`src/rtl/core2wb.sv`:
```
// core2wb: bridges an Ibex core memory port (req/gnt, rvalid) to a Wishbone B4
// pipelined master. Outstanding transfers are counted up to MAX_OUTSTANDING and
// each ack/err is returned to the core as a registered one-cycle response.
// Build option: define CORE2WB_REG_REQ_EN to insert a one-entry request register
// so that wb_stb/wb_we/wb_adr/wb_sel/wb_dat_o come only from flops.
module core2wb #(
    parameter int unsigned ADDR_WIDTH      = 32,
    parameter int unsigned DATA_WIDTH      = 32,
    parameter int unsigned MAX_OUTSTANDING = 2
) (
    input  logic                    clk_i,
    input  logic                    rst_ni,
    input  logic                    core_req,
    output logic                    core_gnt,
    input  logic                    core_we,
    input  logic [DATA_WIDTH/8-1:0] core_be,
    input  logic [ADDR_WIDTH-1:0]   core_addr,
    input  logic [DATA_WIDTH-1:0]   core_wdata,
    output logic                    core_rvalid,
    output logic [DATA_WIDTH-1:0]   core_rdata,
    output logic                    core_err,
    output logic                    wb_cyc,
    output logic                    wb_stb,
    output logic                    wb_we,
    output logic [ADDR_WIDTH-1:0]   wb_adr,
    output logic [DATA_WIDTH/8-1:0] wb_sel,
    output logic [DATA_WIDTH-1:0]   wb_dat_o,
    input  logic [DATA_WIDTH-1:0]   wb_dat_i,
    input  logic                    wb_stall,
    input  logic                    wb_ack,
    input  logic                    wb_err
);

    localparam int unsigned CNT_WIDTH = $clog2(MAX_OUTSTANDING + 1);
    localparam logic [CNT_WIDTH:0] MAX_OCC = (CNT_WIDTH + 1)'(MAX_OUTSTANDING);

    logic [CNT_WIDTH-1:0] cnt;
    logic [CNT_WIDTH-1:0] cnt_next;
    logic                 cnt_nz;
    logic                 issue;
    logic                 retire;

    // A response only retires a transfer if one is actually outstanding.
    assign cnt_nz = (cnt != '0);
    assign retire = (wb_ack | wb_err) & cnt_nz;

`ifdef CORE2WB_REG_REQ_EN
    logic                    buf_valid;
    logic                    buf_we;
    logic [ADDR_WIDTH-1:0]   buf_adr;
    logic [DATA_WIDTH/8-1:0] buf_sel;
    logic [DATA_WIDTH-1:0]   buf_dat;
    logic [CNT_WIDTH:0]      occ;
    logic                    room_r;

    // Occupancy includes the buffered request; a retire this cycle frees a slot,
    // which keeps a full pipeline granting one request per cycle.
    assign occ      = {1'b0, cnt} + (CNT_WIDTH + 1)'(buf_valid) - (CNT_WIDTH + 1)'(retire);
    assign room_r   = (occ < MAX_OCC);
    assign core_gnt = rst_ni & core_req & room_r & (~buf_valid | ~wb_stall);
    assign issue    = buf_valid & ~wb_stall;

    assign wb_stb   = buf_valid;
    assign wb_we    = buf_we;
    assign wb_adr   = buf_adr;
    assign wb_sel   = buf_sel;
    assign wb_dat_o = buf_dat;

    // One-entry request buffer: load on grant, drain when Wishbone accepts.
    always_ff @(posedge clk_i) begin
        if (!rst_ni) begin
            buf_valid <= 1'b0;
            buf_we    <= 1'b0;
            buf_adr   <= '0;
            buf_sel   <= '0;
            buf_dat   <= '0;
        end else if (core_gnt) begin
            buf_valid <= 1'b1;
            buf_we    <= core_we;
            buf_adr   <= core_addr;
            buf_sel   <= core_be;
            buf_dat   <= core_wdata;
        end else if (buf_valid && !wb_stall) begin
            buf_valid <= 1'b0;
        end
    end
`else
    logic room;

    // Pass-through request path: the strobe is the qualified core request.
    assign room     = ({1'b0, cnt} < MAX_OCC);
    assign wb_stb   = rst_ni & core_req & room;
    assign core_gnt = wb_stb & ~wb_stall;
    assign issue    = core_gnt;

    assign wb_we    = core_we;
    assign wb_adr   = core_addr;
    assign wb_sel   = core_be;
    assign wb_dat_o = core_wdata;
`endif

    // Cycle stays asserted while anything is in flight.
    assign wb_cyc = wb_stb | cnt_nz;

    // Outstanding counter update; simultaneous issue and retire cancel.
    always_comb begin
        cnt_next = cnt;
        if (issue && !retire) begin
            cnt_next = cnt + CNT_WIDTH'(1);
        end else if (retire && !issue) begin
            cnt_next = cnt - CNT_WIDTH'(1);
        end
    end

    // Outstanding counter register.
    always_ff @(posedge clk_i) begin
        if (!rst_ni) begin
            cnt <= '0;
        end else begin
            cnt <= cnt_next;
        end
    end

    // Registered response; error wins over ack and returns zero data.
    always_ff @(posedge clk_i) begin
        if (!rst_ni) begin
            core_rvalid <= 1'b0;
            core_err    <= 1'b0;
            core_rdata  <= '0;
        end else begin
            core_rvalid <= retire;
            core_err    <= wb_err & retire;
            core_rdata  <= (wb_ack & ~wb_err & retire) ? wb_dat_i : '0;
        end
    end

endmodule

```
`config.mk`:
```
export PLATFORM = sky130hd
export DESIGN_NAME = core2wb
export DESIGN_NICKNAME = d
export VERILOG_FILES = /design/src/rtl/core2wb.sv
export SDC_FILE = /design/constraint.sdc
export NUM_CORES = 1
export LEC_CHECK = 0
export CAP_MARGIN = 5
export CORE_ASPECT_RATIO = 0.7
export CORE_MARGIN = 2
export CORE_UTILIZATION = 27
export DETAILED_ROUTE_END_ITERATION = 6
export PLACE_DENSITY = 0.86
export SETUP_SLACK_MARGIN = 0.3
export SLEW_MARGIN = 20
export SYNTH_ARGS = -nofsm -noshare
export SYNTH_HDL_FRONTEND = slang
export SYNTH_SLANG_ARGS = --single-unit
export TNS_END_PERCENT = 100
```
`constraint.sdc`:
```
create_clock -name clk_i -period 2.5 [get_ports clk_i]
set_clock_uncertainty 0.2 [all_clocks]
set_input_delay 0.25 -clock clk_i [delete_from_list [all_inputs] [get_ports clk_i]]
set_output_delay 0.25 -clock clk_i [all_outputs]
set_load 0.005 [all_outputs]
```
-- After elaboration in Yosys (flattened, before gate mapping)
Cells that the tools add are included.
W data, S select, Z words.
- output and inout port bits: 106
- memories kept: 0
- RAM bits: 0
- register bits after elaboration: 36
- word-level logic and storage cells: 27
- latch bits: 0
- bits of input ports: 107
- memory bits (read-only): 0
- div/mod/pow operators: 0
- $lt $le $gt $ge: 1
- $add $sub $neg: 2
- multipliers: 0
- bitwise operators: 11
- reductions and logical operators: 7
- multiplexer cells: 2
- equality and inequality tests: 0
- shift-type cells: 0
- operators by type and width (operator ; number):
    $and A1 B1 Y1 ; 7
    $mux W2 ; 2
    $reduce_bool A2 Y1 ; 2
    $add A2 B1 Y2 const B ; 1
    $logic_and A1 B1 Y1 ; 2
    $logic_not A1 Y1 ; 2
    $lt A2 B2 Y1 const B ; 1
    $not A1 Y1 ; 2
    $or A1 B1 Y1 ; 2
    $reduce_and A2 Y1 ; 1
    $sub A2 B1 Y2 const B ; 1

-- Depth between registers and ports, before layout
Gate-level depths: netlist of the first run.
- depth after elaboration: 7
- mapped depth: 6
- depth with buffers taken out: 6

-- Least setup slack after synthesis of the first run
No wires, ideal clock.
- path kind: reg-to-reg
- start point: register cnt[1]
- end point: register cnt[1]
- library setup time: 76 ps
- buffers on the path: 0
- setup slack: 815 ps
- period minus slack after synthesis: 1685 ps
- arrival: 1409 ps
- stages on the path, launching flop included: 5
- data required time: 2224 ps
- path through: dfxtp_1 -> nor3_1 -> ha_1 -> or3_1 -> a21boi_0
- cells in the longest elaborated chain, start to end: 6
- elaborated cells between the ends (all ways): 14
- classes of those cells: 2 x add/sub; 1 x order compare; 2 x mux; 3 x bitwise; 6 x reduce/logical
- ends and longest elaborated chain (what ; RTL line ; RTL):
    from (decl) ; 37 ; logic [CNT_WIDTH-1:0] cnt;
    from (signal assigned) ; 120 ; cnt <= cnt_next;
    $lt A2 B2 Y1 * ; 91 ; assign room = ({1'b0, cnt} < MAX_OCC);
    $and A1 B1 Y1 * ; 92 ; assign wb_stb = rst_ni & core_req & room;
    $and A1 B1 Y1 * ; 93 ; assign core_gnt = wb_stb & ~wb_stall;
    net core_gnt ; 14 ; output logic core_gnt,
    $logic_not A1 Y1 ; 110 ; end else if (retire && !issue) begin
    $logic_and A1 B1 Y1 ; 110 ;
    $reduce_bool A2 Y1 (no line) ; -- ;
The timed path passes the listed nets; every way through them passes the cells marked *. The select of a mux whose other input is x is not followed.
A chain may end at the register's enable or synchronous reset.

-- Final worst setup path of the first run
- start point: input rst_ni
- end point: output core_gnt
- cells in the longest elaborated chain, start to end: 3
- ends and longest elaborated chain (what ; RTL line ; RTL):
    from (decl) ; 12 ; input logic rst_ni,
    $and A1 B1 Y1 (2 in a row) ; 92 ;
    $and A1 B1 Y1 ; 93 ;
    to (decl) ; 14 ;
No other way between the ends.

==> results of run 1 <==
[synth_stat cells (all sizes together)]
cell | n | area [um^2]
buf | 72 | 552
xor2 | 1 | 8.76
o21ai | 2 | 13.8
nand2 | 2 | 7.51
dfxtp | 36 | 721
nor2 | 5 | 18.8
nor3 | 1 | 5.00
nor3b | 1 | 18.8
o22ai | 1 | 6.26
inv | 1 | 3.75
and2 | 33 | 241
or3 | 1 | 6.26
a21boi | 1 | 7.51
ha | 1 | 12.5
xnor2 | 1 | 8.76
[critical path, stage by stage]
cell and delay, ns:
clkdlybuf4s50_1 0.52, nand2_1 0.10, nor3_1 0.22, clkdlybuf4s50_1 0.56
[kinds of logic (layout without fill, tap and decap cells)]
| logic type | Yosys count | after routing | share of synthesized area (%) |
|---|---|---|---|
| fa+ha+maj | 1 | 1 | 0.767 |
| xor+xnor | 2 | 2 | 1.07 |
| flops | 36 | 36 | 44.2 |
| buf+inv | 73 | 84 | 34.0 |
| compound gates | 4 | 4 | 1.69 |
| simple gates | 43 | 43 | 18.3 |
[how the worst min path moves through the flow]
stage	endpoint	slack (ns)	cells after the start
after floorplan	core_err$_SDFF_PN0_	0.16	2
after global placement	wb_adr[13]	0.30	0
after detailed placement	wb_adr[13]	0.30	0
after CTS	wb_adr[13]	0.30	0
after global routing	wb_adr[27]	0.30	0
final	wb_adr[19]	0.30	0
[layout make-up]
type                       count  area (um^2)  share of cell area, %
clock buffer                   5         68.8                   3.38
multi-input combinational     50          355                   17.4
sequential                    36          721                   35.4
clock inverter                 3         46.3                   2.27
timing repair buffer          75          748                   36.7
tap                           75         93.8                   4.61
inverter                       1         3.75                  0.184
[sequential cells by signal, indices dropped and copies added, names as in the netlist]
| signal | flops |
|---|---|
| core_rvalid | 1 |
| cnt | 2 |
| core_rdata | 32 |
| core_err | 1 |
[per-stage QoR]
stage               utilization, %  total power (W)  cells
floorplan                        -         0.000890    159
global placement              33.2         0.000958    237
detailed placement            33.2         0.000973    237
CTS                           35.2          0.00150    245
global route                  35.2          0.00156    245
finish                        35.2          0.00147    245
[routing by layer]
layer  GRT usage (%)  up-vias  wire length [um]
li1                -      436                 -
met1            9.20      401              1170
met4            4.07        0                71
met3            8.42       14               591
met5               0        -                 0
met2            17.3      100              1670
[report_power, final]
group,switching (W),leakage [nW],internal [W]
registers,0.0000358,0.291,0.000622
logic,0.0000971,0.453,0.000198
clock network,0.000215,0.0548,0.000300
==> flow_summary.yaml, run 1 <==
synthesis:
  yosys_warnings: 0
  synth_cells: 159
  synth_nets: 267
  ys_seq_area_share_pct: 44.2
  syn_area_um2: 1630
  avgSynthCellArea_um2: 10.3
  synth_cell_types: 18
  synth-seq-cells: 36
power_and_ir_drop:
  peakVddDrop_v: 0.000212
  leakage_nw: 0.799
  p_per_area_nw_per_um2: 721
clocking:
  ctsResizeCount: 0
  worstSkewPairLatency_ns: 0.28
  postCtsSetupBuffers: 0
  htree_levels: 2
  cts_root_buf: "clkbuf_8"
  cts_tree: "done"
  clock_sinks: 36
  cts_hold_buf: 0
  cts_made_buffers: 5
  cts.path.max_buffers: 2
global_route:
  grt_pass1_vias: 1011
  grt_max_degree: 33
  grt_first_pass_wirelength_um: 5400
  antenna_found_initial: 0
  grt_remaining_overflow: 0
  track_usage_pct: 10.3
sta:
  setup_tns_ns: 0
  period_needed_ns: 2.10
  hold_ws_ns: 0.300
  maxSlewViolCount: 0
  setup_slack_ns: 0.397
  worst_pin_slew_ns: 0.256
  max_slew_margin_pct: 82.8
  rsz0062_at_grt: "false"
  setup_viol: 0
  clock.fmax_mhz: 475
  period_share_pct: 84.1
  hold_viol_final: 0
worst_setup_path:
  end_kind: "output port"
  worstSetupStartpointType: "primary input"
  cp_data_required_time_ns: 2.05
  worstRegToRegCells: 4
  crit_end: "core_gnt"
  reg2reg_to: "cnt[1]$_SDFFE_PN0P_"
  ff2ff_setup_slack_ns: 0.75
  critPathKind: "in -> out"
  arrival_ns: 1.65
  startpoint: "rst_ni"
  r2r_start: "cnt[1]$_SDFFE_PN0P_"
  critPathMaxFanout: 4
route:
  drc: 0
  dr.pass1.iters: 4
  finalWirelength_um: 3500
  vias_per_cell: 3.88
  drtIter0Drc: 15
  wl_per_cell_um: 14.3
  drtAntennaViolNets: 0
  vias: 951
hold_path:
  hp-class: "in -> out"
  worstHoldStart: "core_addr[19]"
floorplanning:
  die_w_um: 96.9
  core_um2: 5780
  die-area_um2: 6690
  rows: 23
  die_h_um: 69.0
  num_io_pins: 213
  start_util_pct: 28.2
layout:
  areaGrowthSynthToFinish_pct: 24.8
  final_common_cell: "clkdlybuf4s50_1"
  drive_gt1_share_pct: 22.9
  finalNetCount: 277
  n_antenna_cell: 0
  final_cell_mix: "74 x clkdlybuf4s50_1, 36 x dfxtp_1, 28 x and2_2"
  fillers: 572
  final_area_um2: 2040
status:
  status: "complete, no violations"
place:
  place_congestion: 0.751
  hpwl_um: 2880
  place_area_um2: 1920
  io_buffers: 74
  dp_slack_ns: 0.290
flow_run:
  drv_cap: 0
(Power assumes the default switching activity.)
==> inputs of run 2 (changes only) <==
--- a/config.mk
+++ b/config.mk
@@ -8,9 +8,9 @@
 export CAP_MARGIN = 5
 export CORE_ASPECT_RATIO = 0.7
 export CORE_MARGIN = 2
-export CORE_UTILIZATION = 27
+export CORE_UTILIZATION = 23
 export DETAILED_ROUTE_END_ITERATION = 6
-export PLACE_DENSITY = 0.86
+export PLACE_DENSITY = 0.78
 export SETUP_SLACK_MARGIN = 0.3
 export SLEW_MARGIN = 20
 export SYNTH_ARGS = -nofsm -noshare
==> constraint.sdc (replaced) <==
create_clock -name clk_i -period 1.85 [get_ports clk_i]
set_clock_uncertainty 0.2 [all_clocks]
set_input_delay 0.185 -clock clk_i [delete_from_list [all_inputs] [get_ports clk_i]]
set_output_delay 0.185 -clock clk_i [all_outputs]
set_load 0.005 [all_outputs]
==> run 2 against run 1 <==
Effect of this change:
- wire length rose by 3.4%
- non-clock buffer count rose by 6
- via count rose by 3.3%
==> flow_summary.yaml, run 2 (same netlist as run 1, synthesis figures left out) <==
status:
  status: "complete, no violations"
layout:
  utilization_pct: 31.3
  reg.largest.list: "core_rdata: 32 flops, cnt: 2 flops"
  fillers: 707
  largest_reg_flops: 32
  final_common_cell: "clkdlybuf4s50_1"
  areaGrowthSynthToFinish_pct: 30.9
  final_cell_mix: "66 x clkdlybuf4s50_1, 34 x dfxtp_1, 28 x and2_2"
  regMostFlops: "core_rdata"
  drive_gt1_share_pct: 29.0
  finalNonFillerCells: 270
  n_antenna_cell: 0
  finalNetCount: 283
worst_setup_path:
  end_kind: "flip-flop"
  ff2ff_setup_slack_ns: 0.32
  startpoint: "cnt[1]$_SDFFE_PN0P_"
  worstSetupStartpointType: "flip-flop"
  cp_data_required_time_ns: 1.86
  critPathKind: "reg -> reg"
  arrival_ns: 1.54
  max_stage_delay_ns: 0.38
  cp_slowest_cell: "dfxtp_4"
  r2r_start: "cnt[1]$_SDFFE_PN0P_"
  path_cells: "nor3_4 > ha_4 > or3_1 > a21boi_1"
  crit_end: "cnt[1]$_SDFFE_PN0P_"
  worstRegToRegCells: 4
  critPathMaxFanout: 7
  reg2reg_to: "cnt[1]$_SDFFE_PN0P_"
floorplanning:
  core_um2: 6820
  die_h_um: 74.5
  rows: 25
  num_io_pins: 213
  die_w_um: 105
  die-area_um2: 7790
  start_util_pct: 23.9
sta:
  period_share_pct: 82.8
  setup_viol: 0
  worst_pin_slew_ns: 0.232
  rsz0062_at_grt: "true"
  clock.fmax_mhz: 653
  maxSlewViolCount: 0
  setup_tns_ns: 0
  hold_viol_final: 0
  period_needed_ns: 1.53
  max_slew_margin_pct: 84.5
clocking:
  htree_levels: 2
  clk_pin_slew_ns: 0.07
  clock_sinks: 36
  cts_tree: "done"
  cts_root_buf: "clkbuf_8"
  cts_made_buffers: 5
  cts.path.max_buffers: 2
  worstSkewPairLatency_ns: 0.27
hold_path:
  hp-class: "in -> reg"
route:
  drtIter0Drc: 16
  wl_per_cell_um: 13.4
  vias: 982
  drc: 0
  vias_per_cell: 3.64
  drtAntennaViolNets: 0
  finalWirelength_um: 3620
  dr.pass1.iters: 2
flow_run:
  drv_cap: 0
place:
  place_congestion: 0.671
  place_inst: 261
  io_buffers: 74
  hpwl_um: 2910
global_route:
  grt_pass1_vias: 937
  grt_remaining_overflow: 0
  grt_max_degree: 33
  track_usage_pct: 8.81
  grt_first_pass_wirelength_um: 5130
  antenna_found_initial: 0
power_and_ir_drop:
  leakage_nw: 0.863
  peakVddDrop_v: 0.000243
  p_per_area_nw_per_um2: 902
-- run 2: cell count changes in the layout (fill, tap and decap cells not counted), moves of 2 or more --
cell | before | now
dlygate4sd2_1 | 0 | 6
clkdlybuf4s50_1 | 74 | 66
buf_4 | 1 | 6
clkinv_2 | 0 | 2
dfxtp_4 | 0 | 2
dlymetal6s2s_1 | 0 | 2
dfxtp_1 | 36 | 34
-- run 2: worst min-delay path by stage --
stage / startpoint / to / slack, ns / cells past startpoint
2_1_floorplan: wb_err / core_err$_SDFF_PN0_ / 0.1 / 2
6_report: wb_err / core_err$_SDFF_PN0_ / 0.16 / 4
4_1_cts: core_addr[18] / wb_adr[18] / 0.17 / 0
3_5_place_dp: core_addr[18] / wb_adr[18] / 0.17 / 0
5_1_grt: core_addr[3] / wb_adr[3] / 0.17 / 0
3_3_place_gp: core_addr[18] / wb_adr[18] / 0.17 / 0
-- run 2: timing repair --
item	in CTS	in global routing
endpoints found under the setup margin	5	1
pin swaps	3	1
gates resized for setup	9	5
buffers inserted	1	0
hold buffers	0	0
-- run 2: layer usage --
layer / global-route usage, % / wire length [um]
met5: 0 / 0
met4: 5.63 / 88
met3: 7.80 / 645
met2: 12.7 / 1600
met1: 8.50 / 1290
-- run 2: where the power goes --
part           switching [W]  total (W)  internal [W]
clock               0.000276   0.000538      0.000262
combinational       0.000160   0.000479      0.000319
sequential         0.0000550   0.000910      0.000855
total               0.000491    0.00193       0.00144
-- run 2: cell type report --
cell class                 count  area [um^2]  area share [%]
clock buffer                   5         68.8            3.22
clock inverter                 3         18.8           0.879
inverter                       1         3.75           0.176
multi-input combinational     50          395            18.5
sequential                    36          728            34.1
tap                           94          118            5.51
timing repair buffer          81          803            37.6
-- run 2: metrics by stage --
stage	hold WS [ns]	worst slack, ns	power (W)	instance area, um^2
final	0.164	0.318	0.00193	2140
after global routing	0.170	0.276	0.00205	2140
after CTS	0.170	0.306	0.00194	2110
after detailed placement	0.170	-0.119	0.00137	2010
after global placement	0.170	-0.0644	0.00135	2010
after floorplan	0.0972	0.312	0.00122	1650
-- run 2: worst max-delay path: cells and delay by family (launching register included) --
family / cells / cell delay, ns
and+or+nand+nor: 2 / 0.51
DFF: 1 / 0.38
AOI/OAI and AO/OA: 1 / 0.13
adders and majority gates: 1 / 0.23
